`config.mk`:
```
export PLATFORM = sky130hd
export DESIGN_NAME = hamming_encode_scheduler
export DESIGN_NICKNAME = d
export VERILOG_FILES = /design/src/rtl/hamming_encode_scheduler.sv
export SDC_FILE = /design/constraint.sdc
export NUM_CORES = 1
export LEC_CHECK = 0
export ABC_AREA = 0
export CAP_MARGIN = 10
export CORE_ASPECT_RATIO = 1.75
export CORE_MARGIN = 5
export CORE_UTILIZATION = 44
export CTS_CLUSTER_SIZE = 20
export DETAILED_ROUTE_END_ITERATION = 16
export PLACE_DENSITY = 0.78
export SETUP_SLACK_MARGIN = 0.4
export SYNTH_ARGS = -nofsm -noshare
export SYNTH_HDL_FRONTEND = slang
export SYNTH_SLANG_ARGS = --single-unit
```
`constraint.sdc`:
```
create_clock -name clk -period 3.85 [get_ports clk]
set_input_delay 0.9625 -clock clk [delete_from_list [all_inputs] [get_ports clk]]
set_output_delay 0.9625 -clock clk [all_outputs]
set_load 0.02 [all_outputs]
```
`src/rtl/hamming_encode_scheduler.sv`:
```
// hamming_encode_scheduler
//   Shares one Hamming(7,4) encoder between two byte-wide requesters. Each
//   accepted byte is held and sent as two codewords, one per nibble, on a
//   single valid/ready stream tagged with requester ID and a last flag.
//
//   Optional build macro: HAM_SCHED_SECDED_EN
//     defined   : out_code[7] = even overall parity of out_code[6:0]
//     undefined : out_code[7] = 0
//
// Ports
//   clk, rst_n             clock, asynchronous active-low reset
//   req0_valid/data/ready  requester 0 byte handshake (ready = accepted)
//   req1_valid/data/ready  requester 1 byte handshake (ready = accepted)
//   out_valid/out_ready    codeword handshake
//   out_code               {parity-or-0, encoder[6:0]}
//   out_id                 requester that supplied the byte
//   out_last               second nibble of the byte
//   busy                   a byte is held
//   cw_count               codewords transferred since reset (wraps)

// Hamming(7,4): code_o[i-1] is codeword position i; parity bits sit at
// positions 1, 2 and 4, data bits d0..d3 at positions 3, 5, 6 and 7.
module hamming_7_4_encoder (
    input  logic [3:0] data_i,
    output logic [6:0] code_o
);
    logic p1, p2, p4;

    always_comb begin
        p1     = data_i[0] ^ data_i[1] ^ data_i[3];
        p2     = data_i[0] ^ data_i[2] ^ data_i[3];
        p4     = data_i[1] ^ data_i[2] ^ data_i[3];
        code_o = {data_i[3], data_i[2], data_i[1], p4, data_i[0], p2, p1};
    end
endmodule

module hamming_encode_scheduler #(
    parameter int unsigned LOW_NIBBLE_FIRST = 1,
    parameter int unsigned CNT_W            = 16
) (
    input  logic             clk,
    input  logic             rst_n,
    input  logic             req0_valid,
    input  logic [7:0]       req0_data,
    output logic             req0_ready,
    input  logic             req1_valid,
    input  logic [7:0]       req1_data,
    output logic             req1_ready,
    output logic             out_valid,
    input  logic             out_ready,
    output logic [7:0]       out_code,
    output logic             out_id,
    output logic             out_last,
    output logic             busy,
    output logic [CNT_W-1:0] cw_count
);
    typedef enum logic [1:0] {
        IDLE = 2'd0,
        NIB0 = 2'd1,
        NIB1 = 2'd2
    } state_e;

    state_e           state_q, state_d;
    logic [7:0]       hold_q;
    logic             hold_id_q;
    logic             rr_last_q;
    logic             out_valid_q;
    logic             out_last_q;
    logic [CNT_W-1:0] cw_count_q;

    logic       grant_any, grant_id;
    logic       accept_win, accept;
    logic [7:0] grant_data;
    logic       xfer;
    logic [3:0] nib_first, nib_second, enc_in;
    logic [6:0] enc_code;

    // Round-robin: on a tie the requester that did not win last time wins.
    always_comb begin
        grant_any = req0_valid | req1_valid;
        grant_id  = req1_valid & (~req0_valid | ~rr_last_q);
        grant_data = grant_id ? req1_data : req0_data;
    end

    // A new byte may enter when nothing is held, or when the last codeword
    // of the held byte leaves in this same cycle.
    always_comb begin
        accept_win = (state_q == IDLE) | ((state_q == NIB1) & out_ready);
        accept     = accept_win & grant_any & rst_n;
        req0_ready = accept & ~grant_id;
        req1_ready = accept & grant_id;
        xfer       = out_valid_q & out_ready;
    end

    always_comb begin
        state_d = state_q;
        unique case (state_q)
            IDLE: if (accept) state_d = NIB0;
            NIB0: if (out_ready) state_d = NIB1;
            NIB1: if (out_ready) state_d = accept ? NIB0 : IDLE;
            default: state_d = IDLE;
        endcase
    end

    always_ff @(posedge clk or negedge rst_n) begin
        if (!rst_n) begin
            state_q     <= IDLE;
            hold_q      <= '0;
            hold_id_q   <= 1'b0;
            rr_last_q   <= 1'b1;
            out_valid_q <= 1'b0;
            out_last_q  <= 1'b0;
            cw_count_q  <= '0;
        end else begin
            state_q     <= state_d;
            out_valid_q <= (state_d != IDLE);
            out_last_q  <= (state_d == NIB1);
            if (accept) begin
                hold_q    <= grant_data;
                hold_id_q <= grant_id;
                rr_last_q <= grant_id;
            end
            if (xfer) begin
                cw_count_q <= cw_count_q + CNT_W'(1);
            end
        end
    end

    // Encoder sees only the held byte; no register follows it, so the
    // codeword stays stable for as long as hold and state do.
    always_comb begin
        if (LOW_NIBBLE_FIRST != 0) begin
            nib_first  = hold_q[3:0];
            nib_second = hold_q[7:4];
        end else begin
            nib_first  = hold_q[7:4];
            nib_second = hold_q[3:0];
        end
        enc_in = (state_q == NIB1) ? nib_second : nib_first;
    end

    hamming_7_4_encoder u_enc (
        .data_i (enc_in),
        .code_o (enc_code)
    );

`ifdef HAM_SCHED_SECDED_EN
    assign out_code = {^enc_code, enc_code};
`else
    assign out_code = {1'b0, enc_code};
`endif

    assign out_valid = out_valid_q;
    assign out_last  = out_last_q;
    assign out_id    = hold_id_q;
    assign busy      = (state_q != IDLE);
    assign cw_count  = cw_count_q;
endmodule
```
==> flow_summary.yaml <==
outcome:
  outcome: "complete, no violations"
logic_synthesis:
  synth_area_leaders: "dfrtp_1 49%, xor2_1 6.5%, a221o_1 5.4%, xnor2_1 4.7%, and2_1 4.2%"
  synth_edf_count: 0
  synth_nets: 154
  synthArstFlopShare: 1.00
  synth_top_cell_area_share: 0.487
  synth_seq_cells: 30
  netlist_area_um2: 1490
  ys_seq_area_frac: 0.505
  ys.flop_type: "dfrtp_1"
  synth_area_per_cell_um2: 11.3
  synth_cells: 132
  synthTopCellsByCount: "29 x dfrtp_1, 11 x xor2_1, 10 x and2_1"
  synth_most_common_cell: "dfrtp_1"
  synth_warnings: 0
  synth_cell_types: 37
  yosysTopAreaCell: "dfrtp_1"
critical_path:
  cp_slowest_cell: "clkdlybuf4s50_1"
  reg2reg_depth: 4
  crit_family: "buffers and inverters"
  cp-start-kind: "input port"
  crit_arrival_ns: 2.41
  critical_path_buf_inv_count: 2
  path_class: "in -> out"
  worst-path-stages: 5
  crit_path_end_kind: "output port"
  crit_path_max_fanout: 6
  r2r-end: "hold_q[2]"
  ff2ff_setup_slack_ns: 1.96
  critPathRequiredTime_ns: 2.89
  slowest_delay_ns: 0.53
  r2r_start: "state_q[0]"
  crit_path_cell_trace: "clkdlybuf4s50_1, nand2b_2, and2_1, and3_1, dlygate4sd2_1"
clocking:
  h-tree-depth: 2
  cts_setup_buffers: 0
  numCtsBuffers: 5
  clockBufferDepth: 2
  clk_pin_slew_ns: 0.06
  clk_latency_ns: 0.28
  ctsRootBufferMaster: "clkbuf_8"
  cts_tree: "yes"
  cts.sink_count: 30
finish:
  instances_no_fill: 229
  ff_latch_area_um2: 752
  final_area_um2: 2100
  nNetsFinal: 205
  num-fill-cells: 270
  multi_input_area_um2: 664
  area_growth_pct: 41.1
  diodes: 0
  drive_above_1_share: 0.109
timing:
  final-max-slew-violation-count: 0
  relSlewSlack: 0.249
  rsz0062_at_grt: "yes"
  period_needed_ns: 3.37
  timing.fmax_mhz: 297
  period_share: 0.876
  clock_skew_ns: 0.00712
  fin_setup_tns_ns: 0
  finalSetupViolations: 0
  setup_slack_ns: 0.479
  worst_pin_slew_ns: 1.11
  hold_viol: 0
power:
  peakVddDrop_v: 0.000724
  leakage_nw: 0.979
  combPwrFrac: 0.492
  p_sw_frac: 0.375
  powerDensity_nw_per_um2: 726
  p_clk_frac: 0.172
  power_switching_uw: 572
  power_frac_seq: 0.336
  p_int_uw: 953
  p_total_mw: 1.53
grt:
  antenna_found_initial: 0
  grt_pass1_wl_um: 5620
  grt_max_degree: 31
  grt_overflow_total: 0
  grt_pass1_vias: 1274
  grtUsageTotal: 0.160
placement:
  globalplace.congestion: 0.766
  dp.cells: 221
  port_buffers: 49
  place_ws_ns: 0.179
  hpwl_um: 2630
  detailed_place.area_um2: 2000
drt:
  firstDrtPassIters: 4
  dr_total_vias: 1168
  drcViolationCount: 0
  drt-initial-drc-count: 23
  ant_nets: 0
  wl_um: 3320
  viasPerCell: 5.10
  wl_per_cell_um: 14.5
die:
  num_rows: 28
  fp.dieH_um: 87.0
  die_area_um2: 4690
  core_area_um2: 3330
  initial_core_util: 0.447
  ios: 51
  die_width_um: 54.0
min_path:
  hold_class: "reg -> reg"
  hold_path_end: "cw_count[15]"
  hold_depth: 1
  holdCritStartpoint: "cw_count[15]"
flow_run:
  max_cap_viol_count: 0
==> layout make-up <==
type	count	share of cell area
sequential	30	0.358
timing repair buffer	52	0.243
multi-input combinational	88	0.316
inverter	6	0.0107
clock inverter	2	0.00596
tap	45	0.0268
clock buffer	6	0.0393
==> flip-flops by register name, summed over array words and instances, names as in the netlist <==
name	cells
cw_count	16
hold_q	8
state_q	2
out_id	1
out_last	1
out_valid	1
rr_last_q	1
==> what timing repair did <==
action                     CTS  global route
setup endpoints to repair    2             2
hold buffers                 0             0
gates resized for setup      2             2
==> worst max-delay path by stage <==
| stage | slack (ns) | start | end |
|---|---|---|---|
| 2_1_floorplan | 1.23 | out_ready | req1_ready |
| 3_3_place_gp | 0.21 | out_ready | req1_ready |
| 3_5_place_dp | 0.18 | out_ready | req1_ready |
| 4_1_cts | 0.43 | out_ready | req1_ready |
| 5_1_grt | 0.37 | rst_n | req1_ready |
| 6_report | 0.48 | out_ready | req1_ready |
==> stage by stage <==
step / util / hold WS (ns)
3_5_place_dp: 0.602 / 0.468
2_1_floorplan: - / 0.479
6_report: 0.631 / 0.475
3_3_place_gp: 0.602 / 0.462
4_1_cts: 0.630 / 0.479
5_1_grt: 0.631 / 0.505
==> power by group through the flow <==
stage               sequential, mW  clock [mW]  combinational, mW
finish                       0.512       0.263              0.750
global route                 0.524       0.284              0.811
CTS                          0.511       0.269              0.758
detailed placement           0.514           0              0.757
global placement             0.509           0              0.742
floorplan                    0.539           0              0.459
==> routing by layer <==
| metal | global-route usage | up-vias | part of all wire |
|---|---|---|---|
| met5 | 0 | - | 0 |
| met2 | 0.270 | 54 | 0.51 |
| met1 | 0.174 | 554 | 0.38 |
| met4 | 0.0635 | 0 | 0.017 |
| li1 | - | 552 | - |
| met3 | 0.0635 | 8 | 0.084 |
==> cells in the final DEF, fill, tap and decap left out, types with 2 or more instances in the layout <==
master	n
clkdlybuf4s50_1	47
dfrtp_1	29
xor2_1	11
and2_1	10
nand2_1	9
xnor2_1	8
a221o_1	8
inv_1	6
clkbuf_8	6
nor2_1	4
mux2_2	3
nand4_1	3
nor3_1	3
nand3_1	3
buf_4	3
nand2b_2	2
o22ai_1	2
mux2i_1	2
o21ai_0	2
and3_1	2
dlygate4sd2_1	2
==> logic make-up after synthesis <==
| logic type | after synthesis | synth area share |
|---|---|---|
| buf+inv | 14 | 0.0521 |
| compound gates | 18 | 0.0992 |
| mux | 5 | 0.0361 |
| simple gates | 43 | 0.170 |
| flops | 30 | 0.505 |
| other cells | 1 | 0.00252 |
| xor+xnor | 20 | 0.127 |
| fa+ha+maj | 1 | 0.00840 |
Note: power is estimated with default switching activity, not from simulation.
